[src/rtl/matrix_result_streamer.sv]
// Streams the active n x p portion of a 3x3 result matrix, row-major, over valid/ready.
// Dimensions and elements are snapshotted on start so the register file may change freely afterwards.
module matrix_result_streamer (
    input  logic       clk,
    input  logic       reset_n,
    input  logic       start,
    input  logic [5:0] n_in,
    input  logic [5:0] p_in,
    input  logic [4:0] c0_in,
    input  logic [4:0] c1_in,
    input  logic [4:0] c2_in,
    input  logic [4:0] c3_in,
    input  logic [4:0] c4_in,
    input  logic [4:0] c5_in,
    input  logic [4:0] c6_in,
    input  logic [4:0] c7_in,
    input  logic [4:0] c8_in,
    output logic [4:0] elem,
    output logic [1:0] row,
    output logic [1:0] col,
    output logic       valid,
    input  logic       ready,
    output logic       last,
    output logic       busy,
    output logic       done
);

    typedef enum logic [1:0] {
        IDLE   = 2'd0,
        STREAM = 2'd1,
        DONE   = 2'd2
    } state_t;

    state_t     state_q, state_d;
    logic [1:0] row_q, row_d;
    logic [1:0] col_q, col_d;
    logic [1:0] n_q, n_d;
    logic [1:0] p_q, p_d;
    logic [4:0] snap_q [9];
    logic [4:0] snap_d [9];
    logic [4:0] c_in   [9];

    logic [1:0] n_eff;
    logic [1:0] p_eff;
    logic       xfer;
    logic       col_end;
    logic       row_end;
    logic [3:0] idx;

    assign c_in[0] = c0_in;
    assign c_in[1] = c1_in;
    assign c_in[2] = c2_in;
    assign c_in[3] = c3_in;
    assign c_in[4] = c4_in;
    assign c_in[5] = c5_in;
    assign c_in[6] = c6_in;
    assign c_in[7] = c7_in;
    assign c_in[8] = c8_in;

    // Dimensions larger than the 3x3 storage are clamped, not rejected.
    assign n_eff = (n_in > 6'd3) ? 2'd3 : n_in[1:0];
    assign p_eff = (p_in > 6'd3) ? 2'd3 : p_in[1:0];

    assign valid   = (state_q == STREAM);
    assign busy    = (state_q != IDLE);
    assign done    = (state_q == DONE);
    assign xfer    = valid & ready;
    assign col_end = (col_q == p_q - 2'd1);
    assign row_end = (row_q == n_q - 2'd1);
    assign last    = valid & row_end & col_end;

    assign row  = row_q;
    assign col  = col_q;
    assign idx  = 4'(row_q) * 4'd3 + 4'(col_q);
    assign elem = snap_q[idx];

    always_comb begin
        state_d = state_q;
        row_d   = row_q;
        col_d   = col_q;
        n_d     = n_q;
        p_d     = p_q;
        for (int i = 0; i < 9; i++) begin
            snap_d[i] = snap_q[i];
        end
        case (state_q)
            IDLE: begin
                if (start) begin
                    n_d   = n_eff;
                    p_d   = p_eff;
                    row_d = 2'd0;
                    col_d = 2'd0;
                    for (int i = 0; i < 9; i++) begin
                        snap_d[i] = c_in[i];
                    end
                    state_d = (n_eff != 2'd0 && p_eff != 2'd0) ? STREAM : DONE;
                end
            end
            STREAM: begin
                if (xfer) begin
                    if (col_end) begin
                        col_d = 2'd0;
                        if (row_end) begin
                            row_d   = 2'd0;
                            state_d = DONE;
                        end else begin
                            row_d = row_q + 2'd1;
                        end
                    end else begin
                        col_d = col_q + 2'd1;
                    end
                end
            end
            DONE: begin
                state_d = IDLE;
            end
            default: begin
                state_d = IDLE;
            end
        endcase
    end

    always_ff @(posedge clk or negedge reset_n) begin
        if (!reset_n) begin
            state_q <= IDLE;
            row_q   <= 2'd0;
            col_q   <= 2'd0;
            n_q     <= 2'd0;
            p_q     <= 2'd0;
            for (int i = 0; i < 9; i++) begin
                snap_q[i] <= 5'd0;
            end
        end else begin
            state_q <= state_d;
            row_q   <= row_d;
            col_q   <= col_d;
            n_q     <= n_d;
            p_q     <= p_d;
            for (int i = 0; i < 9; i++) begin
                snap_q[i] <= snap_d[i];
            end
        end
    end

endmodule
[config.mk]
export PLATFORM = sky130hd
export DESIGN_NAME = matrix_result_streamer
export DESIGN_NICKNAME = d
export VERILOG_FILES = /design/src/rtl/matrix_result_streamer.sv
export SDC_FILE = /design/constraint.sdc
export NUM_CORES = 1
export LEC_CHECK = 0
export CORE_MARGIN = 5
export CORE_UTILIZATION = 50
export CTS_BUF_LIST = sky130_fd_sc_hd__clkbuf_8
export DETAILED_ROUTE_END_ITERATION = 8
export PLACE_DENSITY = 0.92
export SLEW_MARGIN = 10
export SYNTH_ARGS = -nofsm -noshare
export SYNTH_HDL_FRONTEND = slang
export SYNTH_SLANG_ARGS = --single-unit
[constraint.sdc]
create_clock -name clk -period 3.85 [get_ports clk]
set_input_delay 0.5775 -clock clk [delete_from_list [all_inputs] [get_ports clk]]
set_output_delay 0.5775 -clock clk [all_outputs]
set_load 0.05 [all_outputs]
==> impl_metrics.sql <==
INSERT INTO impl_metrics (metric_group, metric, value, unit) VALUES
('route', 'drt-vias-per-instance', '5.270', ''),
('clocking', 'clock-sinks', '55', ''),
('yosys', 'netlist_instances', '210', ''),
('final_layout', 'layout.area.seq', '1376', 'sq um'),
('clocking', 'cts_max_level', '2', ''),
('clocking', 'cts_setup_buffers', '0', ''),
('clocking', 'cts_hold_buf', '0', ''),
('clocking', 'clk_pin_slew_worst_paths', '100', 'ps'),
('clocking', 'clockBufferDepth', '2', ''),
('timing', 'drv_slew', '0', ''),
('global_routing', 'grt_pass1_wl', '9777', 'um'),
('worst_hold_path', 'worst_hold_path_type', 'in -> async', ''),
('floorplanning', 'num_rows', '26', ''),
('global_routing', 'gr-total-overflow', '0', ''),
('timing', 'setup_tns', '0', 'ps'),
('route', 'routed-via-count', '1855', ''),
('worst_setup_path', 'cpMostUsedCell', 'fa_1', ''),
('final_layout', 'drive_gt1_frac', '0.3191', ''),
('power_and_ir_drop', 'power-per-cell-area', '1102', 'nW/um^2'),
('yosys', 'post_synth_instance_area', '2729', 'sq um'),
('floorplanning', 'io_pins', '74', ''),
('yosys', 'number_of_synthesized_flops_with_an_enable_pin', '0', ''),
('floorplanning', 'die_area', '7035', 'sq um'),
('power_and_ir_drop', 'vdd_ir_drop_max', '0.0007866', 'V'),
('worst_setup_path', 'cp.required', '3270', 'ps'),
('global_routing', 'grt_start_max_net_pins', '56', ''),
('final_layout', 'nFillCells', '378', ''),
('route', 'drtAntennaViolNets', '0', ''),
('worst_setup_path', 'critPathMaxFanout', '8', ''),
('yosys', 'synth_cell_type_count', '33', ''),
('worst_setup_path', 'timing.critical_path.cells', 'fa_1 > ha_1 > fa_1 > nor4b_2 > nand2_1 > o31ai_2 > buf_12', ''),
('worst_setup_path', 'setup.worst_path.end_class', 'output pin', ''),
('worst_setup_path', 'worst-r2r-cell-count', '4', ''),
('yosys', 'post-synth-top-area-fraction', '0.5044', ''),
('power_and_ir_drop', 'total_power', '4.046', 'mW'),
('yosys', 'postSynthRegisterBits', '55', ''),
('floorplanning', 'chipWidth', '83.88', 'um'),
('route', 'routed_wire_length_per_instance', '16.69', 'um'),
('yosys', 'ys_seq_area_frac', '0.5044', ''),
('final_layout', 'finalNetCount', '347', ''),
('yosys', 'postSynthAreaPerCell', '12.99', 'sq um'),
('final_layout', 'area_growth', '34.53', '%'),
('global_routing', 'grt_util_all_layers', '0.1728', ''),
('yosys', 'synthDominantAreaCellType', 'dfrtp_1', ''),
('worst_setup_path', 'worst-r2r-setup-slack', '2020', 'ps'),
('yosys', 'synthArstFlopShare', '1.000', ''),
('worst_setup_path', 'worstSetupPathType', 'reg -> out', ''),
('timing', 'part_of_the_cycle_the_worst_path_needs', '0.9481', ''),
('global_routing', 'first_global_vias', '2057', ''),
('run_status', 'status', 'completed', ''),
('yosys', 'mappedNetlistNets', '276', ''),
('clocking', 'clock_insertion_delay_worst_skew', '310', 'ps'),
('run', 'drv.max_cap_violation_count', '0', ''),
('clocking', 'cts_made_buffers', '5', ''),
('timing', 'timing.final.hold_violations', '0', ''),
('final_layout', 'n_antenna_cell', '0', ''),
('timing', 'finalWorstPathRequiredPeriod', '3650', 'ps'),
('yosys', 'yosysWarnings', '0', ''),
('worst_setup_path', 'timing.rr.start', 'state_q[0]$_DFFE_PN0P_', ''),
('timing', 'worst_slew_pin_slew', '800.2', 'ps'),
('route', 'finalWirelength', '5876', 'um'),
('worst_setup_path', 'crit_path_max_incr_delay', '580', 'ps'),
('route', '1st_iter_drt_viols', '85', ''),
('placement', 'port_buffers', '73', ''),
('worst_setup_path', 'setup.worst_path.start', 'row[0]$_DFFE_PN0P_', ''),
('timing', 'slew_headroom', '0.4665', ''),
('worst_setup_path', 'arrival', '3070', 'ps'),
('timing', 'clock.fmax', '0.2739', 'GHz'),
('floorplanning', 'dieHeight', '83.88', 'um'),
('timing', 'setup_viol', '0', ''),
('worst_setup_path', 'timing.critical_path.from_type', 'flop', '');
worst min path at each step:
stage                           startpoint                      to  slack [ps]  cells after the start
finish                             reset_n  snap_q[21]$_DFFE_PN0P_         380                      2
detailed placement  snap_q[26]$_DFFE_PN0P_  snap_q[26]$_DFFE_PN0P_         490                      1
CTS                                reset_n  snap_q[31]$_DFFE_PN0P_         400                      2
global placement    snap_q[18]$_DFFE_PN0P_  snap_q[18]$_DFFE_PN0P_         480                      1
floorplan                          reset_n      col[0]$_DFFE_PN0P_         280                      0
global route                       reset_n  snap_q[21]$_DFFE_PN0P_         450                      2
layout by cell type, fill, tap and decap left out, types with 5 or more instances in the layout:
cell type / netlist / final
clkbuf_8: 0 / 5
o22ai_1: 6 / 6
nand2_1: 7 / 7
o31ai_2: 1 / 6
nor3_1: 5 / 5
dfrtp_1: 55 / 55
o21ai_0: 5 / 5
mux4_2: 5 / 5
buf_12: 0 / 5
nor2_1: 16 / 16
mux2_2: 56 / 56
clkdlybuf4s50_1: 0 / 67
layout make-up:
cell class	instances	area share
Clock inverter	3	0.006135
Clock buffer	5	0.01875
Inverter	4	0.004090
Sequential cell	55	0.3749
Multi-Input combinational cell	139	0.3548
Timing Repair Buffer	76	0.2175
Tap cell	70	0.02386
cell families (layout without fill, tap and decap cells):
| kind of cell | Yosys count | count (layout) | synth area share |
|---|---|---|---|
| muxes | 67 | 67 | 0.2980 |
| DFF | 55 | 55 | 0.5044 |
| and+or+nand+nor | 40 | 40 | 0.07015 |
| AOI/OAI and AO/OA | 25 | 25 | 0.06236 |
| buffers and inverters | 16 | 88 | 0.03025 |
| adders and majority gates | 5 | 5 | 0.02843 |
| xor gates and xnor gates | 2 | 2 | 0.006420 |
metal layers:
metal	wire length (um)	vias to the layer above	track usage	part of all wire
li1	-	894	-	-
met5	0	-	0	0
met3	196	8	0.03455	0.033
met2	3116	36	0.3015	0.53
met4	75	0	0.04825	0.013
met1	2488	917	0.2176	0.42
stage by stage:
step           cell area (sq um)  hold slack, ps  setup slack (ps)  instances
4_1_cts                     3671           404.7             196.2        352
5_1_grt                     3671           449.2             33.06        352
3_3_place_gp                3573           483.7             384.9        344
6_report                    3671           377.2             199.6        352
2_1_floorplan               2754           281.9             207.2        210
3_5_place_dp                3573           493.3             263.9        344
power breakdown:
group | switching (mW) | leakage, nW | total (mW) | internal (mW)
combinational | 1.34 | 0.804 | 2.68 | 1.34
sequential | 0.184 | 0.642 | 1.04 | 0.855
clock | 0.191 | 0.0489 | 0.323 | 0.132
total | 1.72 | 1.50 | 4.05 | 2.33
flip-flops by register name (all words and copies together) (netlist names):
signal	cells
snap_q	45
col	2
n_q	2
p_q	2
row	2
state_q	2
worst max-delay path: cells and delay by family (launching register included):
kind	cells	cell delay [ps]
compound gates	1	120
fa+ha+maj	3	1340
buf+inv	1	180
flops	1	490
simple gates	2	640
timing repair:
action | in CTS | in global routing
gates resized for setup | 1 | 0
endpoints found under the hold margin | 0 | 0
endpoints found under the setup margin | 5 | 0
Power figures use the tool's default switching activity.
